`src/rtl/wb_stage.sv`:
```
// Write-back stage: MEM/WB pipeline register, register-file write port,
// and a per-register pending-write scoreboard that decode queries for RAW hazards.
module wb_stage #(
  parameter int WORD_WIDTH     = 32,
  parameter int REG_FILE_DEPTH = 4,
  parameter int CNT_WIDTH      = 2
) (
  input  logic                      clk,
  input  logic                      rst,
  input  logic                      freeze,
  input  logic                      mem_wb_en_in,
  input  logic                      mem_r_en_in,
  input  logic [REG_FILE_DEPTH-1:0] dest_in,
  input  logic [WORD_WIDTH-1:0]     alu_result_in,
  input  logic [WORD_WIDTH-1:0]     mem_data_in,
  input  logic                      issue_valid,
  input  logic [REG_FILE_DEPTH-1:0] issue_dest,
  input  logic [REG_FILE_DEPTH-1:0] src1,
  input  logic [REG_FILE_DEPTH-1:0] src2,
  input  logic                      two_src,
  output logic                      WB_en,
  output logic [REG_FILE_DEPTH-1:0] WB_dest,
  output logic [WORD_WIDTH-1:0]     WB_result,
  output logic                      src1_busy,
  output logic                      src2_busy,
  output logic                      hazard,
  output logic                      sb_err
);

  localparam int NUM_REGS = 2 ** REG_FILE_DEPTH;

  logic                       wb_en_q;
  logic                       r_en_q;
  logic [REG_FILE_DEPTH-1:0]  dest_q;
  logic [WORD_WIDTH-1:0]      alu_q;
  logic [WORD_WIDTH-1:0]      mem_q;

  logic [NUM_REGS-1:0][CNT_WIDTH-1:0] cnt_q;
  logic [NUM_REGS-1:0][CNT_WIDTH-1:0] cnt_d;
  logic [NUM_REGS-1:0]                inc;
  logic [NUM_REGS-1:0]                dec;
  logic [NUM_REGS-1:0]                busy;
  logic                               err_q;
  logic                               err_d;
  logic                               retire;

  always_ff @(posedge clk or negedge rst) begin
    if (!rst) begin
      wb_en_q <= 1'b0;
      r_en_q  <= 1'b0;
      dest_q  <= '0;
      alu_q   <= '0;
      mem_q   <= '0;
    end else if (!freeze) begin
      wb_en_q <= mem_wb_en_in;
      r_en_q  <= mem_r_en_in;
      dest_q  <= dest_in;
      alu_q   <= alu_result_in;
      mem_q   <= mem_data_in;
    end
  end

  assign WB_en     = wb_en_q;
  assign WB_dest   = dest_q;
  assign WB_result = r_en_q ? mem_q : alu_q;

  // A frozen instruction stays on the write port but retires only once,
  // on the first edge where freeze is low.
  assign retire = wb_en_q & ~freeze;

  // issue_valid has no ready: decode raises it for exactly one cycle per
  // writing instruction leaving decode, and this stage always accepts it.
  always_comb begin
    cnt_d = cnt_q;
    err_d = err_q;
    inc   = '0;
    dec   = '0;
    for (int r = 0; r < NUM_REGS; r++) begin
      inc[r] = issue_valid && (issue_dest == REG_FILE_DEPTH'(r));
      dec[r] = retire && (dest_q == REG_FILE_DEPTH'(r));
      if (inc[r] && !dec[r]) begin
        if (cnt_q[r] == '1) err_d = 1'b1;
        else                cnt_d[r] = cnt_q[r] + CNT_WIDTH'(1);
      end else if (dec[r] && !inc[r]) begin
        if (cnt_q[r] == '0) err_d = 1'b1;
        else                cnt_d[r] = cnt_q[r] - CNT_WIDTH'(1);
      end
    end
  end

  always_ff @(posedge clk or negedge rst) begin
    if (!rst) begin
      cnt_q <= '0;
      err_q <= 1'b0;
    end else begin
      cnt_q <= cnt_d;
      err_q <= err_d;
    end
  end

  // Busy comes from registered counts only; no bypass of a retiring write.
  always_comb begin
    busy = '0;
    for (int r = 0; r < NUM_REGS; r++) busy[r] = |cnt_q[r];
  end

  assign src1_busy = busy[src1];
  assign src2_busy = busy[src2];
  assign hazard    = src1_busy | (two_src & src2_busy);
  assign sb_err    = err_q;

endmodule

```
`config.mk`:
```
export PLATFORM = sky130hd
export DESIGN_NAME = wb_stage
export DESIGN_NICKNAME = d
export VERILOG_FILES = /design/src/rtl/wb_stage.sv
export SDC_FILE = /design/constraint.sdc
export NUM_CORES = 1
export LEC_CHECK = 0
export CAP_MARGIN = 20
export CORE_MARGIN = 2
export CORE_UTILIZATION = 40
export DETAILED_ROUTE_END_ITERATION = 8
export PLACE_DENSITY = 0.66
export SETUP_SLACK_MARGIN = 0.5
export SLEW_MARGIN = 40
export SYNTH_ARGS = -nofsm -noshare
export SYNTH_HDL_FRONTEND = slang
export SYNTH_SLANG_ARGS = --single-unit
export TNS_END_PERCENT = 5
```
`constraint.sdc`:
```
create_clock -name clk -period 5.7 [get_ports clk]
set_input_delay 1.425 -clock clk [delete_from_list [all_inputs] [get_ports clk]]
set_output_delay 1.425 -clock clk [all_outputs]
set_load 0.03 [all_outputs]
```
==> key figures <==
Critical path
  • Critical path startpoint category: input port
  • Library cell contributing the largest single delay on the critical path: clkdlybuf4s50_1
  • Required time of the worst setup path: 4.28 ns
  • Buf+Inv Stages, Crit Path: 2
  • Critical path arrival: 3.63 ns
  • Series of cell instances along the critical path: clkdlybuf4s50_1 > mux4_2 > mux2_2 > o21ai_1 > clkdlybuf4s50_1
  • Endpoint type of the worst setup path: output pin
  • Top fanout value on the critical path: 4
  • Family with the most delay on the worst path: buffers and inverters
  • Most frequent cell on the critical path: clkdlybuf4s50_1
  • Crit-path max cell delay: 0.70 ns
  • FF-to-FF setup slack: 2.98 ns
  • Worst setup path category: input port to output pin

Floorplanning
  • I/O pin cnt: 128
  • Standard-cell rows: 44
  • Area inside the core boundary: 0.0144 sq mm
  • Die Span X: about 130 um
  • Initial Util: between 40% and 50%
  • Die Area: 0.0156 sq mm
  • Die height: roughly 130 um

STA
  • Worst slew margin relative to its limit: between 50 and 60%
  • Pin slew with the least headroom to its limit: roughly 0.66 ns
  • Setup tns final: 0 ns
  • Setup Viol. Count Final: 0
  • Post-layout minimum cycle time: 5.05 ns
  • Max Clock Skew: 0.00923 ns
  • Final critical-path setup slack: 0.646 ns
  • Ratio of final minimum period to clock period: a little under 90%
  • Hold violation count in the final report: 0
  • F_max: slightly below 200 MHz
  • Count of pins over their slew limit: 0
  • Worst hold margin: between 0.5 and 0.6 ns
  • Unrepaired setup endpoints after global routing: no

Synth
  • Portion of the post-synthesis area used by sequential elements: approximately 44%
  • Synthesized netlist cell count: 532
  • YS warnings: 0
  • Register bit total from synthesis: approximately 100
  • Post-synth design cell area: roughly 0.0059 sq mm
  • Post-Synthesis Net Count: approximately 650
  • Cell variety after synth: 40
  • Syn_area_per_cell: 11.0 sq um

Final layout
  • Area added between synthesis and finish: 30.1%
  • Nets: 778
  • Fraction of final layout cells with drive strength greater than 1: between 20 and 25%
  • Non-Filler Instances: between 800 and 900
  • Final antenna diode count: 0

Run status
  • Outcome: finished, final reports clean

Routing
  • Via Count: approximately 4500
  • Remaining number of nets flagged by the antenna check after routing: 0
  • Number of vias per cell after detailed routing: 5.27
  • Count of TritonRoute iterations in the first routing pass: 4
  • Number of remaining DRC errors: 0
  • Routed len/inst: ~17 um
  • DRC violation total after the first TritonRoute iteration: 180
  • Final WL: ~14 mm

Global routing
  • Pin count of the biggest net entering global routing: 72
  • Initial antenna violation count: 0
  • Global routing usage summed across all routing layers: 18.4%
  • Vias in the first global route: approximately 4800
  • Wire length of the first global-routing pass: between 20 and 25 mm
  • Total congestion overflow after global routing: 0

Clock tree
  • Clock-pin slew on the worst setup and hold paths: 0.07 ns
  • CTS Root Cell: clkbuf_16
  • Clock tree from TritonCTS: yes
  • Level count of the clock H-tree: 3
  • Later-pin clock latency in the skew report: about 0.35 ns
  • Clock buffer count from CTS: 9
  • Clk sinks: roughly 100
  • Maximum number of buffers from clock root to sink: 2

Place
  • Number of buffers added on ports: ~130
  • Final weighted congestion of routability-driven global placement: roughly 0.85
  • Post-DP HPWL: 10.7 mm
  • Number of placed instances, taps included: roughly 830
  • Worst slack after detailed placement: about 0.56 ns

Pwr
  • Leakage Power: around 0.0034 uW
  • Worst-case vdd ir drop: ~210 uV
  • Power density of the placed cells: ~240 mW/mm^2
  • Final total power: between 1500 and 2000 uW

Min path
  • Min-Delay Path Class: flip-flop to flip-flop

Job
  • Number of maximum-capacitance constraint violations: 0
layer usage:
metal	track usage [%]	share of wire, %
met3	9.33	10
met5	0	0
met4	3.73	0.89
met2	29.5	46
met1	22.5	43
registers in the layout, indices dropped and copies added, names as in the netlist:
register / cells
alu_q: 32
cnt_q: 32
mem_q: 32
WB_dest: 4
WB_en: 1
r_en_q: 1
sb_err: 1
cells in the mapped netlist:
| library cell | count | area share, % |
|---|---|---|
| a21oi_1 | 9 | 0.77 |
| o21bai_1 | 9 | 1.2 |
| o21ai_0 | 32 | 2.7 |
| nor4_1 | 1 | 0.11 |
| or4_4 | 1 | 0.19 |
| nand2_8 | 1 | 0.34 |
| and3_1 | 3 | 0.32 |
| dfrtp_1 | 103 | 44 |
| ha_1 | 32 | 6.8 |
| a31oi_1 | 7 | 0.75 |
| inv_1 | 36 | 2.3 |
| o22a_1 | 1 | 0.15 |
| nor3_1 | 3 | 0.26 |
| nand3_1 | 18 | 1.5 |
| or3b_2 | 1 | 0.15 |
| nor4b_1 | 11 | 1.6 |
| a21boi_0 | 5 | 0.64 |
| o21ai_1 | 1 | 0.085 |
| mux2_2 | 105 | 20 |
| nor3b_1 | 3 | 0.38 |
| a311oi_1 | 1 | 0.15 |
| or4b_2 | 1 | 0.17 |
| or4_1 | 1 | 0.13 |
| nand2_1 | 47 | 3.0 |
| and2_1 | 1 | 0.11 |
| or4b_1 | 1 | 0.17 |
| nor2_1 | 31 | 2.0 |
| nand4_1 | 4 | 0.43 |
| maj3_1 | 2 | 0.34 |
| and3b_1 | 1 | 0.15 |
| mux4_1 | 3 | 1.3 |
| nand3b_1 | 1 | 0.13 |
| nand2b_1 | 3 | 0.32 |
| mux2i_1 | 9 | 1.5 |
| mux4_2 | 5 | 1.9 |
| a21o_1 | 1 | 0.13 |
| or3_1 | 1 | 0.11 |
| clkbuf_1 | 14 | 0.90 |
| nor2b_1 | 18 | 1.9 |
| o31ai_1 | 5 | 0.64 |
what timing repair did:
action	in CTS	in global routing
hold buffers	0	0
gates resized for setup	0	1
endpoints found under the setup margin	0	1
setup buffers	0	0
metrics by stage:
stage	utilization, %	instance area, sq um
2_1_floorplan	-	5870
3_3_place_gp	50.8	7330
3_5_place_dp	50.9	7330
4_1_cts	52.9	7620
5_1_grt	52.9	7630
6_report	52.9	7630
final timing paths:
check,startpoint,to,cells after the start
worst max-delay path,src1[1],src1_busy,5
worst min-delay path,mem_q[1],mem_q[1],1
worst max register to register,WB_en,sb_err,8
worst min register to register,mem_q[1],mem_q[1],1
max in group asynchronous,rst,r_en_q,2
min in group asynchronous,rst,cnt_q[6],1
cells by family (layout without fill, tap and decap cells):
kind of cell             Yosys count  count (layout)  share of synthesized area [%]
AO/OA/AOI/OAI                     71              71                           7.19
AND/OR/NAND/NOR                  152             152                           13.5
flip-flops                       103             103                           43.9
buffers and inverters             50             182                           3.20
adder cells (fa/ha/maj)           34              34                           7.17
multiplexers                     122             122                           25.0
placed cells by master (no fill, tap or decap), drive strengths merged, types with 11 or more instances in the layout:
cell / Yosys / routed
clkdlybuf4s50: 0 / 124
mux2: 105 / 105
dfrtp: 103 / 103
nand2: 48 / 48
inv: 36 / 39
o21ai: 33 / 33
ha: 32 / 32
nor2: 31 / 31
nor2b: 18 / 18
nand3: 18 / 18
nor4b: 11 / 11
final cells by class:
| class | instances | area (sq um) |
|---|---|---|
| Clock buffer | 10 | 229 |
| Clock inverter | 6 | 61.3 |
| Fill cell | 1297 | 6790 |
| Inverter | 36 | 135 |
| Multi-Input combinational cell | 379 | 3100 |
| Sequential cell | 103 | 2580 |
| Tap cell | 184 | 230 |
| Timing Repair Buffer | 130 | 1300 |
where the power goes:
| group | internal [uW] | switching [uW] |
|---|---|---|
| combinational | 220 | 195 |
| sequential | 785 | 43.9 |
| clock | 308 | 301 |
| total | 1310 | 540 |
Note: power is estimated with default switching activity, not from simulation.
